--- config.mk ---
export PLATFORM = sky130hd
export DESIGN_NAME = alu_sequencer
export DESIGN_NICKNAME = d
export VERILOG_FILES = /design/src/rtl/alu_sequencer.sv
export SDC_FILE = /design/constraint.sdc
export NUM_CORES = 1
export LEC_CHECK = 0
export CAP_MARGIN = 10
export CORE_MARGIN = 1.5
export CORE_UTILIZATION = 30
export CTS_CLUSTER_DIAMETER = 30
export DETAILED_ROUTE_END_ITERATION = 8
export PLACE_DENSITY = 0.48
export SLEW_MARGIN = 20
export SYNTH_ARGS = -nofsm -noshare
export SYNTH_HDL_FRONTEND = slang
export SYNTH_SLANG_ARGS = --single-unit
--- constraint.sdc ---
create_clock -name workClk -period 2.5 [get_ports workClk]
set_input_delay 0.375 -clock workClk [delete_from_list [all_inputs] [get_ports workClk]]
set_output_delay 0.375 -clock workClk [all_outputs]
set_load 0.01 [all_outputs]
--- src/rtl/alu_sequencer.sv ---
// Shares one 8-bit ALU slice between 16-bit two-pass operations and an 8x8 shift-add multiply.
// Takes one request at a time through start/done and returns a 16-bit result with zero/carry flags.
`timescale 1ns/1ps
module alu_sequencer #(
  parameter logic [2:0] ADD_CODE = 3'd0,
  parameter logic [2:0] MUL_CODE = 3'd6
) (
  input  logic        workClk,
  input  logic        reset,
  input  logic        start,
  input  logic [2:0]  opt,
  input  logic [15:0] opA,
  input  logic [15:0] opB,
  output logic        busy,
  output logic        done,
  output logic [15:0] result,
  output logic        zero,
  output logic        co,
  output logic [2:0]  aluOpt,
  output logic [7:0]  aluNumA,
  output logic [7:0]  aluNumB,
  output logic        aluCi,
  input  logic [7:0]  aluS,
  input  logic        aluZero,
  input  logic        aluCo
);

  typedef enum logic [2:0] {StIdle, StLo, StHi, StMlo, StMhi, StDone} state_e;

  state_e      state_q, state_d;
  logic [15:0] a_q, a_d, b_q, b_d;
  logic [2:0]  op_q, op_d;
  logic [15:0] mcand_q, mcand_d;
  logic [7:0]  mplier_q, mplier_d;
  logic [15:0] acc_q, acc_d;
  logic [2:0]  cnt_q, cnt_d;
  logic [7:0]  lo_q, lo_d;
  logic        ct_q, ct_d;
  logic        z1_q, z1_d;
  logic [15:0] result_q, result_d;
  logic        zero_q, zero_d;
  logic        co_q, co_d;
  logic        busy_q, busy_d;
  logic        done_q, done_d;

  always_comb begin
    state_d  = state_q;
    a_d      = a_q;
    b_d      = b_q;
    op_d     = op_q;
    mcand_d  = mcand_q;
    mplier_d = mplier_q;
    acc_d    = acc_q;
    cnt_d    = cnt_q;
    lo_d     = lo_q;
    ct_d     = ct_q;
    z1_d     = z1_q;
    result_d = result_q;
    zero_d   = zero_q;
    co_d     = co_q;
    unique case (state_q)
      StIdle: begin
        if (start) begin
          if (opt == MUL_CODE) begin
            mcand_d  = {8'h00, opA[7:0]};
            mplier_d = opB[7:0];
            acc_d    = 16'h0000;
            cnt_d    = 3'd0;
            state_d  = StMlo;
          end else begin
            a_d     = opA;
            b_d     = opB;
            op_d    = opt;
            state_d = StLo;
          end
        end
      end
      StLo: begin
        lo_d    = aluS;
        ct_d    = aluCo;
        z1_d    = aluZero;
        state_d = StHi;
      end
      StHi: begin
        result_d = {aluS, lo_q};
        zero_d   = z1_q & aluZero;
        co_d     = aluCo;
        state_d  = StDone;
      end
      StMlo: begin
        acc_d[7:0] = aluS;
        ct_d       = aluCo;
        z1_d       = aluZero;
        state_d    = StMhi;
      end
      StMhi: begin
        acc_d[15:8] = aluS;
        mcand_d     = {mcand_q[14:0], 1'b0};
        mplier_d    = {1'b0, mplier_q[7:1]};
        cnt_d       = cnt_q + 3'd1;
        if (cnt_q == 3'd7) begin
          // Product width fits 16 bits, so the final carry is always zero.
          result_d = {aluS, acc_q[7:0]};
          zero_d   = z1_q & aluZero;
          co_d     = 1'b0;
          state_d  = StDone;
        end else begin
          state_d = StMlo;
        end
      end
      StDone:  state_d = StIdle;
      default: state_d = StIdle;
    endcase
    busy_d = (state_d != StIdle);
    done_d = (state_d == StDone);
  end

  always_ff @(posedge workClk or negedge reset) begin
    if (!reset) begin
      state_q  <= StIdle;
      a_q      <= '0;
      b_q      <= '0;
      op_q     <= '0;
      mcand_q  <= '0;
      mplier_q <= '0;
      acc_q    <= '0;
      cnt_q    <= '0;
      lo_q     <= '0;
      ct_q     <= 1'b0;
      z1_q     <= 1'b0;
      result_q <= '0;
      zero_q   <= 1'b0;
      co_q     <= 1'b0;
      busy_q   <= 1'b0;
      done_q   <= 1'b0;
    end else begin
      state_q  <= state_d;
      a_q      <= a_d;
      b_q      <= b_d;
      op_q     <= op_d;
      mcand_q  <= mcand_d;
      mplier_q <= mplier_d;
      acc_q    <= acc_d;
      cnt_q    <= cnt_d;
      lo_q     <= lo_d;
      ct_q     <= ct_d;
      z1_q     <= z1_d;
      result_q <= result_d;
      zero_q   <= zero_d;
      co_q     <= co_d;
      busy_q   <= busy_d;
      done_q   <= done_d;
    end
  end

  // ALU drives decode straight from the registered state: the ALU answers within the same cycle.
  always_comb begin
    aluOpt  = 3'd0;
    aluNumA = 8'h00;
    aluNumB = 8'h00;
    aluCi   = 1'b0;
    unique case (state_q)
      StLo: begin
        aluOpt  = op_q;
        aluNumA = a_q[7:0];
        aluNumB = b_q[7:0];
      end
      StHi: begin
        aluOpt  = op_q;
        aluNumA = a_q[15:8];
        aluNumB = b_q[15:8];
        aluCi   = ct_q;
      end
      StMlo: begin
        aluOpt  = ADD_CODE;
        aluNumA = acc_q[7:0];
        aluNumB = mplier_q[0] ? mcand_q[7:0] : 8'h00;
      end
      StMhi: begin
        aluOpt  = ADD_CODE;
        aluNumA = acc_q[15:8];
        aluNumB = mplier_q[0] ? mcand_q[15:8] : 8'h00;
        aluCi   = ct_q;
      end
      default: ;
    endcase
  end

  assign busy   = busy_q;
  assign done   = done_q;
  assign result = result_q;
  assign zero   = zero_q;
  assign co     = co_q;

endmodule

==> results.toml, run 1 <==
[status]
status = "finished, violations left"
violations = "hold timing"

[power]
p_per_area_mw_per_mm2 = 1300
swShare = 0.343
leakage_nw = 2.87
seqPwrFrac = 0.372
peakVddDrop_uv = 479
p_sw_mw = 3.00
p_int_mw = 5.75
power_frac_comb = 0.445
power.share.clock = 0.182
power.total_mw = 8.75

[critical_path]
worstPathMaxFanout = 9
crit_chain = "buf_4, nor2b_2, buf_4, o211a_1, clkdlybuf4s50_1"
path_buf_inv = 3
endpoint_kind = "output port"
critPathArrivalTime_ps = 2010
cpMostUsedCell = "buf_4"
reg2reg_setup_slack_ps = 460
max_stage_delay_ps = 540
critPathSlowestCell = "clkdlybuf4s50_1"
setup.worst_path.class = "reg -> out"
start_kind = "flip-flop"
crit_required_ps = 2120
cp_top_family = "buffers and inverters"

[synthesis]
syn_inst = 447
syn_avg_cell_area_sq_um = 11.4
ys_ff_latch = 111
netlist_area_sq_mm = 0.00510
ys_warn_count = 0
synthAdderAreaFrac = 0.00491
async_flop_share = 1.00
synth-main-ff-cell = "dfrtp_1"
yosysSeqAreaShare = 0.545
synth-edff-count = 0
syn_nets = 497
synth.area.mux_share = 0.166
synth_top_family_by_area = "multiplexers"
yosys.cell_types.count = 40
synth-compound-area-share = 0.155
synthSimpleGateAreaFrac = 0.0898
synth-xor-area-share = 0.00172

[routing]
post-route-drc-count = 0
wl_mm = 13.7
drtIter0Drc = 206
routedWlPerCell_um = 17.8
via_count = 3815
drt_first_pass_iters = 4
viasPerCell = 4.95
drtAntennaViolNets = 0

[hold_path]
hp-class = "in -> async"

[cts]
cts_tree = "done"
htree_levels = 3
clock_path_buffers = 2
clk_latency_ps = 350
clockRootBuffer = "clkbuf_16"
path_clk_slew_ps = 70
cts.sinks = 111
numCtsBuffers = 9

[sta]
tns_ps = 0
slew_headroom = 0.602
setup_slack_ps = 116
period_minus_slack_ps = 2380
worst_slew_pin_slew_ps = 597
setup_viol = 0
max_freq_mhz = 419
fin_skew_ps = 8.56
final_hold_viol_count = 3
hold_ws_ps = -4.47
finalCritPeriodShare = 0.954
slew_viol_final = 0

[die]
rows = 47
die_h_um = 133
core-area_sq_mm = 0.0166
die_w_um = 133
io_pins = 88
die_area_sq_mm = 0.0178
start_util = 0.308

[place]
place.detailed.hpwl_mm = 9.84
io_buffers = 87
gp_congestion = 0.767
dpl_worst_slack_ps = 160

[global_routing]
grt_first_pass_wirelength_mm = 22.3
antenna_found_initial = 0
grt.overflow.total = 0
grt_pass1_vias = 3972
track_usage = 0.163
grt_max_degree = 44

[finish]
areaGrowthSynthToFinish_pct = 32.2
antenna_cells = 0
utilization = 0.407
n_fill_cell = 1649
final_nets = 597
layout-drive-gt1-share = 0.238

[job]
cap_violations = 0
-- cell usage in the layout, fill, tap and decap left out, drive strengths merged, types with 2 or more instances in the layout --
master         Yosys  layout
dfrtp            111     111
clkdlybuf4s50      0      69
mux2              64      64
nand2             39      39
buf               17      38
o21ai             33      33
nor2              30      30
a22oi             24      24
a21oi             19      19
o22ai             16      16
a31oi             14      14
dlygate4sd2        0      13
clkbuf            18      12
mux2i             10      10
a22o               8       8
nor2b              6       6
inv                4       4
a211oi             4       4
nand3b             3       3
and2               3       3
nand3              3       3
dlymetal6s2s       0       3
nand2b             2       2
or3                2       2
o32a               2       2
ha                 2       2
bufinv             0       2
nor3b              2       2
and3b              2       2
or3b               2       2
nor3               2       2
-- power by group through the flow --
stage	Combinational (mW)	Clock [mW]	Sequential [mW]
2_1_floorplan	2.38	0	3.15
3_3_place_gp	3.85	0	3.29
3_5_place_dp	3.91	0	3.30
4_1_cts	3.89	1.64	3.27
5_1_grt	4.25	1.72	3.38
6_report	3.89	1.60	3.26
-- routing by layer --
layer | vias to the layer above | track usage | share of wire
met1 | 1912 | 0.229 | 0.49
met4 | 0 | 0.0507 | 0.013
met2 | 71 | 0.255 | 0.47
met5 | - | 0 | 0
met3 | 11 | 0.0297 | 0.031
li1 | 1821 | - | -
-- through the flow --
step                instance area, sq um  cells
finish                              6740    771
detailed placement                  6340    749
global route                        6740    771
global placement                    6340    749
floorplan                           5100    447
CTS                                 6710    768
-- final cells by class --
| class | instances | area, sq um | area share |
|---|---|---|---|
| timing repair buffer | 124 | 1190 | 0.176 |
| clock inverter | 3 | 65.1 | 0.00965 |
| inverter | 4 | 15.0 | 0.00223 |
| multi-input combinational | 297 | 2150 | 0.319 |
| tap | 220 | 275 | 0.0408 |
| sequential | 111 | 2780 | 0.413 |
| clock buffer | 12 | 267 | 0.0395 |
-- logic make-up after synthesis --
| family | count (synthesis) |
|---|---|
| XOR/XNOR | 1 |
| flip-flops | 111 |
| multiplexers | 74 |
| adder cells (fa/ha/maj) | 2 |
| AND/OR/NAND/NOR | 96 |
| AO/OA/AOI/OAI | 124 |
| buffers and inverters | 39 |
-- worst reg2reg max path: stages (launching register included) --
cell	delay, ps
dfrtp_2	450
buf_4	170
or3b_4	440
or3_1	500
mux2_4	360
-- timing repair --
action	in CTS	in global routing
endpoints found under the setup margin	20	6
resized for setup	20	5
buffers inserted	4	3
hold buffers	0	0
-- worst paths after layout --
path | start | endpoint | depth (start not counted)
worst max-delay path | state_q[1]$_DFF_PN0_ | aluCi | 5
worst min-delay path | reset | cnt_q[0]$_DFFE_PN0P_ | 1
worst max register to register | state_q[1]$_DFF_PN0_ | a_q[5]$_DFFE_PN0P_ | 4
worst min register to register | ct_q$_DFFE_PN0P_ | ct_q$_DFFE_PN0P_ | 2
max in group asynchronous | reset | mcand_q[10]$_DFFE_PN0P_ | 2
min in group workClk | ct_q$_DFFE_PN0P_ | ct_q$_DFFE_PN0P_ | 2
-- Yosys cell counts, drive strengths merged (3+ instances only) --
| cell | n | share of area |
|---|---|---|
| a22oi | 24 | 0.035 |
| a22o | 8 | 0.014 |
| nand3b | 3 | 0.0044 |
| buf | 17 | 0.022 |
| mux2i | 10 | 0.020 |
| nand2 | 39 | 0.029 |
| nor2b | 6 | 0.0074 |
| o21ai | 33 | 0.032 |
| inv | 4 | 0.0029 |
| and2 | 3 | 0.0037 |
| a21oi | 19 | 0.019 |
| mux2 | 64 | 0.15 |
| a31oi | 14 | 0.017 |
| nor2 | 30 | 0.023 |
| clkbuf | 18 | 0.013 |
| o22ai | 16 | 0.020 |
| a211oi | 4 | 0.0059 |
| dfrtp | 111 | 0.54 |
| nand3 | 3 | 0.0029 |
-- registers in the layout, summed over array words and instances, names as in the netlist --
register,count
a_q,16
acc_q,16
b_q,16
busy,1
cnt_q,3
co,1
ct_q,1
done,1
lo_q,8
mcand_q,16
mplier_q,8
op_q,3
result,16
state_q,3
z1_q,1
zero,1
Power figures use the tool's default switching activity.
==> run 2, diff against run 1 <==
--- a/config.mk
+++ b/config.mk
@@ -5,6 +5,7 @@
 export SDC_FILE = /design/constraint.sdc
 export NUM_CORES = 1
 export LEC_CHECK = 0
+export ABC_AREA = 1
 export CAP_MARGIN = 10
 export CORE_MARGIN = 1.5
 export CORE_UTILIZATION = 30
==> run 2 against run 1 <==
- the run now ends clean
- clock-buffer cell count increased by 1
- worst setup slack improved by 5.6 ps
- non-clock buffer count decreased by 2
- first-iteration DRC count increased by 31%
- sequential power decreased by 2%
- critical path depth increased by 2
- sequential cell count unchanged
- fmax increased by 0.24%
- utilization decreased by 0.74 points
- sequential share of layout area decreased by 0.83 points
- combinational power decreased by 2%
- critical endpoint is now aluNumB[0]
- largest power group unchanged
- highest routed layer unchanged
==> results.toml, run 2 <==
[global_routing]
antenna_found_initial = 0
track_usage = 0.179
grt_pass1_vias = 4761
grt_max_degree = 66
grt.overflow.total = 0
grt_first_pass_wirelength_mm = 25.4

[cts]
htree_levels = 3
path_clk_slew_ps = 70
cts_tree = "done"
clockRootBuffer = "clkbuf_16"
numCtsBuffers = 9
cts.sinks = 111
clock_path_buffers = 2
clk_latency_ps = 360

[finish]
design_area_sq_mm = 0.00688
antenna_cells = 0
areaGrowthSynthToFinish_pct = 30.3
multiInputGateArea_sq_mm = 0.00226
instances_no_fill = 1010
n_fill_cell = 1777
final_common_cell = "nand2_1"
mostFrequentLayoutCells = "332 x nand2_1, 108 x dfrtp_1, 91 x nand3_1"
layout-drive-gt1-share = 0.0904
seq_area_sq_mm = 0.00278
final_nets = 830

[hold_path]
hold-path-endpoint = "result[8]$_DFFE_PN0P_"
hp-class = "reg -> reg"
hp-start = "result[8]$_DFFE_PN0P_"
whs_path_depth = 2

[routing]
viasPerCell = 4.74
drtAntennaViolNets = 0
drt_first_pass_iters = 4
routedWlPerCell_um = 15.5
via_count = 4789
drtIter0Drc = 269
wl_mm = 15.6
post-route-drc-count = 0

[critical_path]
crit_chain = "nor2_4, nand2_4, buf_12, nor2_1, nor2_1, nand3_1, clkdlybuf4s50_1"
worstPathMaxFanout = 29
r2r_end = "mplier_q[5]$_DFFE_PN0P_"
crit_required_ps = 2120
r2r_cells = 6
path_buf_inv = 2
start_kind = "flip-flop"
setup.worst_path.class = "reg -> out"
max_stage_delay_ps = 540
critPathSlowestCell = "clkdlybuf4s50_1"
cp_top_family = "buffers and inverters"
critPathArrivalTime_ps = 2000
reg2reg_setup_slack_ps = 580
cpMostUsedCell = "nor2_1"
r2r-start = "state_q[1]$_DFF_PN0_"
endpoint_kind = "output port"

[die]
die_area_sq_mm = 0.0184
core-area_sq_mm = 0.0172
die_h_um = 136
die_w_um = 136
start_util = 0.306
rows = 48
io_pins = 88

[sta]
slew_headroom = 0.640
rsz0062_at_grt = "no"
max_freq_mhz = 420
hold_ws_ps = 476
slew_viol_final = 0
finalCritPeriodShare = 0.951
period_minus_slack_ps = 2380
worst_slew_pin_slew_ps = 540
setup_viol = 0
tns_ps = 0
final_hold_viol_count = 0
fin_skew_ps = 2.73

[synthesis]
ys_top_cells_by_count = "334 x nand2_1, 111 x dfrtp_1, 91 x nand3_1"
ys_warn_count = 0
async_flop_share = 1.00
synthSimpleGateAreaFrac = 0.380
synth-edff-count = 0
synth-compound-area-share = 0.0379
ys_ff_latch = 111
synth_area_leaders = "dfrtp_1 53%, nand2_1 24%, nand3_1 8.6%, o21ai_0 3.4%, nor2_1 2.2%"
synth.area.mux_share = 0
syn_inst = 687
yosys.cell_types.count = 22
synth-xor-area-share = 0
syn_avg_cell_area_sq_um = 7.68
synth_top_family_by_area = "simple AND/OR/NAND/NOR gates"
synthAdderAreaFrac = 0.00474
syn_nets = 737
netlist_area_sq_mm = 0.00528
synth_top_cell_by_area = "dfrtp_1"
synth-main-ff-cell = "dfrtp_1"
yosysSeqAreaShare = 0.526
synth_top_area_frac = 0.526
synth.most_common_cell = "nand2_1"

[power]
swShare = 0.406
peakVddDrop_uv = 482
leakage_nw = 3.60
power_frac_comb = 0.454
power.share.clock = 0.166
seqPwrFrac = 0.381
p_sw_mw = 3.40
p_per_area_mw_per_mm2 = 1220
power.total_mw = 8.36
p_int_mw = 4.97

[status]
status = "completed"

[job]
cap_violations = 0

[place]
io_buffers = 87
place_inst = 980
place_area_sq_mm = 0.00639
gp_congestion = 0.813
place.detailed.hpwl_mm = 10.9
run 2: cell types whose count changed in the layout (fill, tap and decap cells not counted), sizes merged, moves of 8 or more:
cell | previous run | this run
nand2 | 39 | 338
inv | 4 | 13
mux2 | 64 | 0
dlygate4sd2 | 13 | 3
mux2i | 10 | 0
a31oi | 14 | 0
a22o | 8 | 0
a22oi | 24 | 0
dlymetal6s2s | 3 | 11
o22ai | 16 | 0
a21oi | 19 | 4
nand4 | 0 | 10
nand3 | 3 | 94
run 2: through the flow:
| step | worst slack (ps) | util |
|---|---|---|
| finish | 121 | 0.399 |
| global route | 3.57 | 0.399 |
| CTS | 0.732 | 0.394 |
| detailed placement | 270 | 0.371 |
| global placement | 316 | 0.371 |
| floorplan | 833 | - |
run 2: worst max path at each step:
stage	cells after the start	to	slack, ps	from
final	7	aluNumB[0]	120	state_q[1]$_DFF_PN0_
after global routing	7	aluNumB[7]	4	state_q[2]$_DFF_PN0_
after CTS	7	aluNumB[6]	0.7	state_q[0]$_DFF_PN0_
after detailed placement	6	aluNumA[7]	270	state_q[1]$_DFF_PN0_
after global placement	6	aluNumA[6]	320	state_q[1]$_DFF_PN0_
after floorplan	7	aluNumB[5]	830	state_q[2]$_DFF_PN0_
run 2: cells by family after synthesis:
group	after synthesis
and+or+nand+nor	480
AOI/OAI and AO/OA	40
buffers and inverters	54
adders and majority gates	2
DFF	111
run 2: power by group through the flow:
stage	Sequential, mW	Combinational (mW)	Clock (mW)
floorplan	3.08	2.26	0
global placement	3.19	3.58	0
detailed placement	3.22	3.64	0
CTS	3.18	3.81	1.44
global route	3.29	4.28	1.51
finish	3.18	3.80	1.39
run 2: routing by layer:
metal  up-vias  wire (um)  track usage
met3        17        783       0.0430
met5         -          0            0
met2       128       7640        0.298
li1       2366          -            -
met4         0        227       0.0490
met1      2278       6990        0.232
run 2: final cells by class:
type | instances | area share
multi-input cells | 522 | 0.328
clock buffers | 13 | 0.0378
clock inverters | 3 | 0.00255
flip-flops and latches | 111 | 0.404
well taps | 225 | 0.0409
repair buffers | 122 | 0.178
inverters | 14 | 0.00873
run 2: tightest hold or removal path: cells and delay by family (launching register included):
| family | cells | cell delay, ps |
|---|---|---|
| flip-flops | 1 | 350 |
| AND/OR/NAND/NOR | 2 | 100 |
run 2: repair_timing:
action / in CTS / in global routing
hold buffers: 1 / 0
setup buffers: 6 / 6
cloned: 1 / 0
setup endpoints to repair: 16 / 17
resized for setup: 13 / 18
hold endpoints to repair: 27 / 0
pin swaps: 2 / 1
